`src/rtl/mtc_channel_allocator_if.sv`:
```
// Candidate/grant bundle between the SL candidate source and the pT-calc channel allocator.
// master drives requests and channel completions; slave is the allocator.
interface mtc_channel_allocator_if #(
    parameter int N_CH = 3,
    parameter int N_IN = 3,
    parameter int CH_W = $clog2(N_CH)
);
    logic [N_IN-1:0]           slc_valid;
    logic [N_CH-1:0]           ch_done;
    logic [N_IN-1:0]           assign_valid;
    logic [N_IN-1:0][CH_W-1:0] assign_ch;
    logic [N_IN-1:0]           assign_busy;
    logic [N_CH-1:0]           ch_alloc;
    logic [N_CH-1:0]           timeout_err;
    logic [N_CH-1:0]           spurious_done;
    logic [15:0]               refused_cnt;

    modport master (
        output slc_valid, ch_done,
        input  assign_valid, assign_ch, assign_busy, ch_alloc,
               timeout_err, spurious_done, refused_cnt
    );

    modport slave (
        input  slc_valid, ch_done,
        output assign_valid, assign_ch, assign_busy, ch_alloc,
               timeout_err, spurious_done, refused_cnt
    );
endinterface

```
`src/rtl/mtc_channel_allocator.sv`:
```
// Allocates SL candidates to shared pT-calc channels, searching round-robin from rr_ptr.
// Each channel is released by ch_done, or by its age counter if the result never arrives.
//
// state   | meaning
// CH_FREE | channel idle, may be granted to a candidate
// CH_BUSY | channel processing a candidate, age counting towards TIMEOUT
module mtc_channel_allocator #(
    parameter int N_CH    = 3,
    parameter int N_IN    = 3,
    parameter int TIMEOUT = 64,
    parameter int CH_W    = $clog2(N_CH)
) (
    input  logic                   clock,
    input  logic                   rst,
    input  logic                   srst,
    mtc_channel_allocator_if.slave bus
);
    typedef enum logic {CH_FREE = 1'b0, CH_BUSY = 1'b1} ch_state_e;

    ch_state_e                 ch_state_q [N_CH];
    ch_state_e                 ch_state_d [N_CH];
    logic [15:0]               age_q [N_CH];
    logic [15:0]               age_d [N_CH];
    logic [CH_W-1:0]           rr_ptr_q, rr_ptr_d;
    logic [15:0]               refused_cnt_q, refused_cnt_d;
    logic [N_IN-1:0]           assign_valid_q, assign_valid_d;
    logic [N_IN-1:0]           assign_busy_q, assign_busy_d;
    logic [N_IN-1:0][CH_W-1:0] assign_ch_q, assign_ch_d;
    logic [N_CH-1:0]           timeout_err_q, timeout_err_d;
    logic [N_CH-1:0]           spurious_done_q, spurious_done_d;

    logic [N_CH-1:0]           busy_now;
    logic [N_CH-1:0]           taken;
    logic [N_CH-1:0]           granted;
    logic [CH_W-1:0]           idx;
    logic [CH_W-1:0]           sel;
    logic [CH_W-1:0]           last_ch;
    logic                      found;
    logic                      any_grant;
    logic [15:0]               n_refused;
    logic [16:0]               refused_sum;

    function automatic logic [CH_W-1:0] wrap_idx(input logic [CH_W-1:0] base, input int k);
        int s;
        s = int'(base) + k;
        if (s >= N_CH) s = s - N_CH;
        return CH_W'(s);
    endfunction

    // Search sees only channels FREE at the start of the cycle, so a same-cycle ch_done
    // cannot be reused before the next sampled request.
    always_comb begin
        for (int c = 0; c < N_CH; c++) busy_now[c] = (ch_state_q[c] == CH_BUSY);
        taken          = busy_now;
        granted        = '0;
        any_grant      = 1'b0;
        last_ch        = '0;
        n_refused      = '0;
        idx            = '0;
        sel            = '0;
        found          = 1'b0;
        assign_valid_d = '0;
        assign_busy_d  = '0;
        assign_ch_d    = '0;
        for (int i = 0; i < N_IN; i++) begin
            found = 1'b0;
            sel   = '0;
            if (bus.slc_valid[i]) begin
                for (int k = 0; k < N_CH; k++) begin
                    idx = wrap_idx(rr_ptr_q, k);
                    if (!found && !taken[idx]) begin
                        found = 1'b1;
                        sel   = idx;
                    end
                end
                assign_valid_d[i] = 1'b1;
                if (found) begin
                    taken[sel]     = 1'b1;
                    granted[sel]   = 1'b1;
                    assign_ch_d[i] = sel;
                    any_grant      = 1'b1;
                    last_ch        = sel;
                end else begin
                    assign_busy_d[i] = 1'b1;
                    n_refused        = n_refused + 16'd1;
                end
            end
        end
        rr_ptr_d = rr_ptr_q;
        if (any_grant) rr_ptr_d = (last_ch == CH_W'(N_CH - 1)) ? '0 : last_ch + CH_W'(1);
        refused_sum   = {1'b0, refused_cnt_q} + {1'b0, n_refused};
        refused_cnt_d = refused_sum[16] ? 16'hFFFF : refused_sum[15:0];
    end

    always_comb begin
        for (int c = 0; c < N_CH; c++) begin
            ch_state_d[c]      = ch_state_q[c];
            age_d[c]           = age_q[c];
            timeout_err_d[c]   = 1'b0;
            spurious_done_d[c] = 1'b0;
            case (ch_state_q[c])
                CH_BUSY: begin
                    if (bus.ch_done[c]) begin
                        ch_state_d[c] = CH_FREE;
                        age_d[c]      = '0;
                    end else if (age_q[c] == 16'(TIMEOUT - 1)) begin
                        ch_state_d[c]    = CH_FREE;
                        age_d[c]         = '0;
                        timeout_err_d[c] = 1'b1;
                    end else begin
                        age_d[c] = age_q[c] + 16'd1;
                    end
                end
                default: begin
                    spurious_done_d[c] = bus.ch_done[c];
                    if (granted[c]) begin
                        ch_state_d[c] = CH_BUSY;
                        age_d[c]      = '0;
                    end
                end
            endcase
        end
    end

    always_ff @(posedge clock) begin
        if (rst || srst) begin
            for (int c = 0; c < N_CH; c++) begin
                ch_state_q[c] <= CH_FREE;
                age_q[c]      <= '0;
            end
            rr_ptr_q        <= '0;
            refused_cnt_q   <= '0;
            assign_valid_q  <= '0;
            assign_busy_q   <= '0;
            assign_ch_q     <= '0;
            timeout_err_q   <= '0;
            spurious_done_q <= '0;
        end else begin
            for (int c = 0; c < N_CH; c++) begin
                ch_state_q[c] <= ch_state_d[c];
                age_q[c]      <= age_d[c];
            end
            rr_ptr_q        <= rr_ptr_d;
            refused_cnt_q   <= refused_cnt_d;
            assign_valid_q  <= assign_valid_d;
            assign_busy_q   <= assign_busy_d;
            assign_ch_q     <= assign_ch_d;
            timeout_err_q   <= timeout_err_d;
            spurious_done_q <= spurious_done_d;
        end
    end

    assign bus.assign_valid  = assign_valid_q;
    assign bus.assign_busy   = assign_busy_q;
    assign bus.assign_ch     = assign_ch_q;
    assign bus.ch_alloc      = busy_now;
    assign bus.timeout_err   = timeout_err_q;
    assign bus.spurious_done = spurious_done_q;
    assign bus.refused_cnt   = refused_cnt_q;
endmodule

```
`src/flat_wrapper.sv`:
```
// flat-port wrapper written by rule: the top's interface ports become plain ports
module mtc_channel_allocator_flat 
#(
    parameter int N_CH    = 3,
    parameter int N_IN    = 3,
    parameter int TIMEOUT = 64,
    parameter int CH_W    = $clog2(N_CH)
)
  (clock, rst, srst, bus_slc_valid, bus_ch_done, bus_assign_valid, bus_assign_ch, bus_assign_busy, bus_ch_alloc, bus_timeout_err, bus_spurious_done, bus_refused_cnt);
  mtc_channel_allocator_if #(.N_CH(N_CH), .N_IN(N_IN), .CH_W(CH_W)) bus_i ();
  input  logic clock;
  input  logic rst;
  input  logic srst;
  input wire logic [$bits(bus_i.slc_valid)-1:0] bus_slc_valid;
  input wire logic [$bits(bus_i.ch_done)-1:0] bus_ch_done;
  output wire logic [$bits(bus_i.assign_valid)-1:0] bus_assign_valid;
  output wire logic [$bits(bus_i.assign_ch)-1:0] bus_assign_ch;
  output wire logic [$bits(bus_i.assign_busy)-1:0] bus_assign_busy;
  output wire logic [$bits(bus_i.ch_alloc)-1:0] bus_ch_alloc;
  output wire logic [$bits(bus_i.timeout_err)-1:0] bus_timeout_err;
  output wire logic [$bits(bus_i.spurious_done)-1:0] bus_spurious_done;
  output wire logic [$bits(bus_i.refused_cnt)-1:0] bus_refused_cnt;
  assign bus_i.slc_valid = bus_slc_valid;
  assign bus_i.ch_done = bus_ch_done;
  assign bus_assign_valid = bus_i.assign_valid;
  assign bus_assign_ch = bus_i.assign_ch;
  assign bus_assign_busy = bus_i.assign_busy;
  assign bus_ch_alloc = bus_i.ch_alloc;
  assign bus_timeout_err = bus_i.timeout_err;
  assign bus_spurious_done = bus_i.spurious_done;
  assign bus_refused_cnt = bus_i.refused_cnt;
  mtc_channel_allocator #(.N_CH(N_CH), .N_IN(N_IN), .TIMEOUT(TIMEOUT), .CH_W(CH_W)) u_core (.clock(clock), .rst(rst), .srst(srst), .bus(bus_i));
endmodule
```
`config.mk`:
```
export PLATFORM = sky130hd
export DESIGN_NAME = mtc_channel_allocator_flat
export DESIGN_NICKNAME = d
export VERILOG_FILES = /design/src/rtl/mtc_channel_allocator_if.sv /design/src/rtl/mtc_channel_allocator.sv /design/src/flat_wrapper.sv
export SDC_FILE = /design/constraint.sdc
export NUM_CORES = 1
export LEC_CHECK = 0
export CORE_ASPECT_RATIO = 0.7
export CORE_UTILIZATION = 55
export DETAILED_ROUTE_END_ITERATION = 8
export PLACE_DENSITY = 0.77
export SETUP_SLACK_MARGIN = 0.05
export SYNTH_ARGS = -nofsm -noshare
export SYNTH_HDL_FRONTEND = slang
export SYNTH_SLANG_ARGS = --single-unit
```
`constraint.sdc`:
```
create_clock -name clock -period 6.62 [get_ports clock]
set_input_delay 1.655 -clock clock [delete_from_list [all_inputs] [get_ports clock]]
set_output_delay 1.655 -clock clock [all_outputs]
set_load 0.05 [all_outputs]
```
Word level (Yosys, flattened, before mapping). Memory sizes are Yosys's and may differ from the RTL's. Index checks and enable logic that the tools add are counted. W data, S select, Z words.

Add/subtract/negate cells: 12. Multiplexer cells: 138. Eq/ne operators: 4. Bitwise operators: 18. Reductions and logical operators: 33. Magnitude comparators: 18.

Operators with widths (count): $mux W16 (21); $add A16 B1 Y16 const B (5); $mux W1 (64); $mux W2 (31); $eq A16 B6 Y1 const B (3); $lt A2 B3 Y1 const B (12); $mux W3 (10); $bmux W1 S2 (9); $add A16 B16 Y17 (1); $reduce_or A3 Y1 (5); $logic_not A1 Y1 (12); $or A3 B3 Y3 (4); $reduce_or A2 Y1 (6); $logic_and A1 B1 Y1 (9); $not A1 Y1 (8); $demux W1 S2 (3); $ge A2 B1 Y1 const B (3); $ge A3 B2 Y1 const B (2); $or A1 B1 Y1 (6); $sub A2 B1 Y2 const B (2); $add A2 B1 Y3 const B (1); $add A2 B2 Y3 const B (1); $add A2 B1 Y2 const B (1); $eq A2 B2 Y1 const B (1); 3 further kinds (3).

Memories kept: 2. Register bits: 36. Output and inout port bits: 37. Bits in writable memories: 51. Bits of input ports: 9.

Memory list: u_core.age_q (words 3, bits a word 16, read ports 3, clocked after Yosys merged registers in 0, write ports 3, RTL line mtc_channel_allocator.sv:22) `logic [15:0] age_q [N_CH];`; u_core.ch_state_q (words 3, bits a word 1, read ports 3, clocked after Yosys merged registers in 0, write ports 3, RTL line mtc_channel_allocator.sv:20) `ch_state_e ch_state_q [N_CH];`.

Longest topological paths before layout. Gate-level depths: netlist (run 1).

Depth after elaboration: 63. Mapped depth: 25.

Worst setup path after synthesis (run 1). No wires, ideal clock.

Path type: input port to flip-flop. Start: input port bus_slc_valid[0]. End: register u_core.refused_cnt_q[10] (netlist: u_core.bus.refused_cnt[10]). Path slack: 0.951 ns. Path buffers: 1. Required time: 6.550 ns. Stages: 19. Arrival: 5.599 ns. Cell sequence: nor3b_2 > o32a_1 > a21o_1 > a31oi_1 > a2bb2oi_1 > a32oi_2 > o31ai_1 > nand3_1 > xnor2_1 > ha_1 > inv_1 > fa_1 > nor2b_1 > o21ai_0 > nor2_1 > nand4_1 > or3_1 > clkbuf_1 > a21oi_1.

Word-level cells in the longest chain between the ends: 36. Elaborated cells on any way between the ends: 58.

RTL lines: start: declaration (RTL line flat_wrapper.sv:14) `input wire logic [$bits(bus_i.slc_valid)-1:0] bus_slc_valid;`; $mux W3 (RTL line mtc_channel_allocator.sv:68) `if (bus.slc_valid[i]) begin`; $bmux W1 S2 (RTL line mtc_channel_allocator.sv:71) `if (!found && !taken[idx]) begin`; $mux W1 (implied by the code) (RTL line mtc_channel_allocator.sv:71); $mux W1 (RTL line mtc_channel_allocator.sv:71); $mux W1 (RTL line mtc_channel_allocator.sv:68); $logic_not A1 Y1 (RTL line mtc_channel_allocator.sv:71); $logic_and A1 B1 Y1 (RTL line mtc_channel_allocator.sv:71); $mux W1 (RTL line mtc_channel_allocator.sv:71); (+20 left out); $logic_not A1 Y1 (RTL line mtc_channel_allocator.sv:71); $logic_and A1 B1 Y1 (RTL line mtc_channel_allocator.sv:71); $mux W1 (RTL line mtc_channel_allocator.sv:71); $mux W1 (RTL line mtc_channel_allocator.sv:68); $mux W16 (RTL line mtc_channel_allocator.sv:77) `if (found) begin`; $mux W16 (*) (RTL line mtc_channel_allocator.sv:68); $add A16 B16 Y17 (*) (RTL line mtc_channel_allocator.sv:91) `refused_sum = {1'b0, refused_cnt_q} + {1'b0, n_refused};`; $mux W16 (*) (RTL line mtc_channel_allocator.sv:92) `refused_cnt_d = refused_sum[16] ? 16'hFFFF : refused_sum[15:0];`; end signal: assignment (RTL line mtc_channel_allocator.sv:144) `refused_cnt_q <= refused_cnt_d;`; end: declaration (RTL line mtc_channel_allocator.sv:25) `logic [15:0] refused_cnt_q, refused_cnt_d;`.

Mark *: on every way between the ends. The rest lies on a longest branch, timed or not. The select of a mux whose other input is x is not followed. A chain may end at the register's enable or synchronous reset.

Final worst setup path (run 1).
Start: input port bus_slc_valid[0]. End: register u_core.refused_cnt_q[0] (netlist: u_core.bus.refused_cnt[0]).

Same word-level chain as after synthesis.

==> impl_metrics.toml, run 1 <==
[placed_design]
gp_congestion = 0.9836
place_hpwl_um = 8586
placement.io_buffers = 45

[drt]
wirelength_um = 12400
wl_per_cell_um = 16.27
antenna_left = 0
viasPerCell = 6.139
initialDrtViolationCount = 569
drc_errors = 0
drt_pass1_iterations = 6
dr_total_vias = 4678

[clock_tree]
post-cts-setup-buffers = 0
numCtsBuffers = 9
clk_latency_ps = 350
tritoncts = "yes"
cts-root-buf = "clkbuf_16"
clkTransAtPathRegs_ps = 60
clock_path_buffers = 2
htreeDepth = 3
clock_sinks = 87

[setup_path]
reg2reg_from = "u_core.rr_ptr_q[0]"
cp-end-kind = "register"
critPathLaunch = "bus_slc_valid[0]"
critPathArrivalTime_ps = 6370
required_ps = 6890
start_kind = "primary input"
crit_slowest_cell = "or3_1"
path_max_fanout = 13
slowest_delay_ps = 600
r2r_setup_slack_ps = 880
crit_path_cell_trace = "clkdlybuf4s50_1, nor3b_4, o32a_1, a21o_1, a31oi_1, a2bb2oi_1, a32oi_2, o31ai_1, nand3_1, xnor2_1, ha_1, inv_1, fa_1, nor2b_1, o21ai_0, nor2_1, nand4_1, or3_1, a21oi_1"
path_class = "primary input to register"

[global_route]
grt_pass1_vias = 4195
grt_pass1_wl_um = 20140
antenna_found_initial = 0
grt.overflow.total = 0
grt_max_degree = 61
track_usage = 0.2791

[min_path]
hp-start = "u_core.age_q[0][47]"
min_path_type = "register to register"

[layout]
final_layout_size_suffix_gt1_frac = 0.08567
final_common_cell = "dfxtp_1"
final_cell_mix = "dfxtp_1, a21oi_1, nand2_1, clkdlybuf4s50_1, nor2_1"
syn_to_final_growth_pct = 18.40
diodes = 0
n_fill_cell = 706
nNetsFinal = 657

[floorplan]
fp.dieArea_um2 = 9101
initial_core_util = 0.5679
core.rowCount = 28
ios = 46
die_h_um = 80.12
coreArea_um2 = 8443
chipWidth_um = 113.6

[run_status]
status = "complete, no violations"

[synth]
synth-edff-count = 0
synth-seq-cells = 87
syn-num-nets = 618
yosysSeqAreaShare = 0.3633
async_flop_share = 0
synthCells = 598
synth_top_area_frac = 0.3633
synth.avg_cell_area_um2 = 8.018
ys_warn_count = 0
synth_cell_types = 71
synth.top_cells.by_area = "dfxtp_1, a21oi_1, nand2_1, nor2_1, o21ai_0"
syn-cell-area_um2 = 4795
synth_top_area_cell = "dfxtp_1"
synth-main-ff-cell = "dfxtp_1"

[sta]
rsz0062_at_grt = "false"
setup_violations = 0
finalCritPeriodShare = 0.9220
fin_crit_ps = 6104
clock.fmax_mhz = 163.8
slew_violations = 0
slew_headroom = 0.3510
fin_skew_ps = 8.066
hold_viol = 0
whs_ps = 477.5
worst_slew_pin_slew_ps = 971.5
tns_ps = 0

[run]
drv_cap = 0

[power_and_ir_drop]
leakagePower_uw = 0.002038
power_density_nw_per_um2 = 363.9
ir_worst_vdd_v = 0.0002328
what timing repair did:
action / in CTS / in global routing
endpoints found under the hold margin: 0 / 0
gates resized for setup: 0 / 1
setup endpoints to repair: 0 / 11
hold buffers: 0 / 0
final cells by class:
class                           instances  area [µm²]  share of cell area
Clock buffer                           12       256.5             0.04518
Clock inverter                          4       52.55            0.009257
Inverter                               27       101.3             0.01785
Multi-Input combinational cell        453        2819              0.4966
Sequential cell                        87        1742              0.3068
Tap cell                              120       150.1             0.02645
Timing Repair Buffer                   59       555.5             0.09786
kinds of logic after synthesis:
| group | after synthesis | synth area share |
|---|---|---|
| mux | 4 | 0.008612 |
| xor+xnor | 14 | 0.02557 |
| compound gates | 194 | 0.2719 |
| simple gates | 229 | 0.2482 |
| buf+inv | 58 | 0.05010 |
| flops | 87 | 0.3633 |
| fa+ha+maj | 12 | 0.03236 |
cell usage after synthesis, types with 3 or more instances:
cell / number
o21a_1: 9
o211ai_1: 4
a31o_2: 4
and2_1: 10
nand2_1: 45
mux2i_1: 3
or2_2: 4
xnor2_1: 9
ha_1: 10
nor2b_1: 7
buf_1: 3
buf_4: 3
nand3_1: 28
a21oi_1: 57
a311oi_1: 15
inv_1: 26
nand2b_1: 13
o22ai_1: 5
dfxtp_1: 87
nor2_1: 44
nor4_1: 7
xor2_1: 5
a211oi_1: 6
and3_1: 24
o21ai_1: 7
a21o_1: 5
nor3_1: 18
nor3b_1: 5
a31oi_1: 21
o21ai_0: 32
buf_2: 3
nand4_1: 7
or3_1: 5
clkbuf_1: 21
final timing paths:
check / end / cells after the start
setup / recovery: u_core.bus.refused_cnt[0] / 19
hold / removal: u_core.age_q[0][47] / 1
setup reg to reg: u_core.bus.refused_cnt[0] / 22
hold reg to reg: u_core.age_q[0][47] / 1
critical path, delay by kind of cell:
| kind | cells | cell delay [ps] |
|---|---|---|
| AO/OA/AOI/OAI | 8 | 1850 |
| XOR/XNOR | 1 | 210 |
| adder cells (fa/ha/maj) | 2 | 600 |
| buffers and inverters | 2 | 550 |
| AND/OR/NAND/NOR | 6 | 1500 |
stage by stage:
stage	instances	area, µm²	utilization	setup slack (ps)	total power [µW]
after floorplan	598	4795	-	950.6	1301
after global placement	746	5361	0.6350	347.7	1519
after detailed placement	746	5361	0.6350	147.3	1522
after CTS	762	5670	0.6716	490.6	2045
after global routing	762	5677	0.6723	144.9	2169
final	762	5677	0.6723	516.3	2065
power breakdown:
group / internal, µW / leakage [µW] / total (µW) / switching [µW]
registers: 541 / 0.000702 / 573 / 31.4
clock network: 314 / 0.000153 / 520 / 206
logic: 324 / 0.00118 / 972 / 648
layer usage:
metal,routed length (µm),GRT usage
met5,0,0
met4,145,0.07368
met3,972,0.07396
met2,5307,0.4195
met1,5971,0.3931
sequential cells by signal, summed over array words and instances (netlist names):
signal and flops:
u_core.age_q 48, u_core.bus.assign_busy 3, u_core.bus.assign_ch 6, u_core.bus.assign_valid 3, u_core.bus.refused_cnt 16, u_core.bus.spurious_done 3, u_core.bus.timeout_err 3, u_core.ch_state_q 3
u_core.rr_ptr_q 2
Note: power is estimated with default switching activity, not from simulation.
==> inputs of run 2 (changes only) <==
--- a/config.mk
+++ b/config.mk
@@ -7,8 +7,10 @@
 export LEC_CHECK = 0
 export CORE_ASPECT_RATIO = 0.7
 export CORE_UTILIZATION = 55
+export CTS_BUF_LIST = sky130_fd_sc_hd__clkbuf_4 sky130_fd_sc_hd__clkbuf_8
 export DETAILED_ROUTE_END_ITERATION = 8
-export PLACE_DENSITY = 0.77
+export PLACE_DENSITY = 0.78
+export REMOVE_ABC_BUFFERS = 1
 export SETUP_SLACK_MARGIN = 0.05
 export SYNTH_ARGS = -nofsm -noshare
 export SYNTH_HDL_FRONTEND = slang
==> impl_metrics.toml, run 2 (synthesis gave the netlist of run 1 again) <==
[layout]
largest_register_ffs = 48
nNetsFinal = 657
regArea_um2 = 1742
n_fill_cell = 718
regMostFlops = "u_core.age_q"
finalNonFillerCells = 762
final_cell_mix = "dfxtp_1, a21oi_1, nand2_1, clkdlybuf4s50_1, nor2_1"
final_common_cell = "dfxtp_1"
final_layout_size_suffix_gt1_frac = 0.08723
diodes = 0
syn_to_final_growth_pct = 17.04
post-route-util = 0.6646
multi_input_area_um2 = 2813

[sta]
slew_headroom = 0.3651
clock.fmax_mhz = 163.7
tns_ps = 0
fin_skew_ps = 6.468
slew_violations = 0
rsz0062_at_grt = "false"
hold_viol = 0
finalCritPeriodShare = 0.9226
setup_violations = 0
worst_slew_pin_slew_ps = 950.4
fin_crit_ps = 6108

[global_route]
grt.overflow.total = 0
grt_max_degree = 61
antenna_found_initial = 0
track_usage = 0.2611
grt_pass1_vias = 4026
grt_pass1_wl_um = 19020

[drt]
antenna_left = 0
wirelength_um = 11570
viasPerCell = 6.071
dr_total_vias = 4626
drt_pass1_iterations = 4
initialDrtViolationCount = 464
top_layer = "met4"
dr_wl_met3_um = 689
drc_errors = 0
wl_per_cell_um = 15.19
wl_met2_um = 5191
wl_met1_um = 5576

[clock_tree]
tritoncts = "yes"
cts-root-buf = "clkbuf_8"
numCtsBuffers = 9
holdBufCountCts = 0
clock_path_buffers = 2
clock_sinks = 87
post_cts_resized = 0
clk_latency_ps = 350
clkTransAtPathRegs_ps = 80
post-cts-setup-buffers = 0
htreeDepth = 3

[power_and_ir_drop]
power_density_nw_per_um2 = 351.7
ir_worst_vdd_v = 0.0001816
leakagePower_uw = 0.002013

[setup_path]
crit_path_cell_trace = "clkdlybuf4s50_1, nor3b_2, buf_4, o32a_1, a21o_1, a31oi_1, a2bb2oi_1, a32oi_2, o31ai_1, nand3_1, xnor2_1, ha_1, inv_1, fa_1, nor2b_1, o21ai_0, nor2_1, nand4_1, or3_1, a21oi_1"
path_max_fanout = 13
required_ps = 6900
critical_path.top_delay_family = "compound AO/OA/AOI/OAI gates"
cp-end-kind = "register"
critPathArrivalTime_ps = 6390
crit_slowest_cell = "or3_1"
path_class = "primary input to register"
start_kind = "primary input"
slowest_delay_ps = 590
path_buf_inv = 3

[floorplan]
ios = 46
die_h_um = 80.12
core.rowCount = 28
initial_core_util = 0.5679
fp.dieArea_um2 = 9101
chipWidth_um = 113.6
coreArea_um2 = 8443

[placed_design]
place_inst = 746
placement.io_buffers = 45
place_hpwl_um = 8040
gp_congestion = 0.9225

[run_status]
status = "complete, no violations"

[min_path]
min_path_type = "register to register"

[run]
drv_cap = 0
[run 2: final timing paths]
path | startpoint | endpoint | slack [ps] | cells after the start
hold reg to reg | u_core.age_q[0][33] | u_core.age_q[0][33] | 470 | 2
setup / recovery | bus_slc_valid[0] | u_core.bus.refused_cnt[1] | 510 | 20
hold / removal | u_core.age_q[0][33] | u_core.age_q[0][33] | 470 | 2
setup reg to reg | u_core.rr_ptr_q[0] | u_core.bus.refused_cnt[1] | 760 | 23
[run 2: area by class of cell]
| class | instances | share of cell area |
|---|---|---|
| Clock inverter | 3 | 0.01605 |
| Multi-Input combinational cell | 453 | 0.5012 |
| Clock buffer | 13 | 0.02854 |
| Timing Repair Buffer | 59 | 0.09900 |
| Sequential cell | 87 | 0.3104 |
| Tap cell | 120 | 0.02676 |
| Inverter | 27 | 0.01806 |
[run 2: routing by layer]
metal / vias up / global-route usage
li1: 2287 / -
met1: 2171 / 0.3545
met2: 149 / 0.4122
met3: 19 / 0.06415
met4: 0 / 0.07237
met5: - / 0
[run 2: worst min-delay path: cells and delay by family, from the launching register on]
kind | cells | cell delay [ps]
DFF | 1 | 330
and+or+nand+nor | 1 | 60
AOI/OAI and AO/OA | 1 | 50
[run 2: stage by stage]
step | setup slack [ps] | power [µW] | hold slack (ps) | instance area, µm²
3_5_place_dp | 224.0 | 1510 | 465.4 | 5361
3_3_place_gp | 407.1 | 1512 | 449.5 | 5361
2_1_floorplan | 1000 | 1255 | 434.7 | 4656
6_report | 512.2 | 1974 | 473.2 | 5612
4_1_cts | 549.4 | 1967 | 476.3 | 5612
5_1_grt | 59.25 | 2091 | 500.1 | 5612
[run 2: power breakdown]
part | internal (µW) | switching (µW)
clock | 274 | 179
sequential | 541 | 27.5
combinational | 326 | 626
total | 1140 | 833
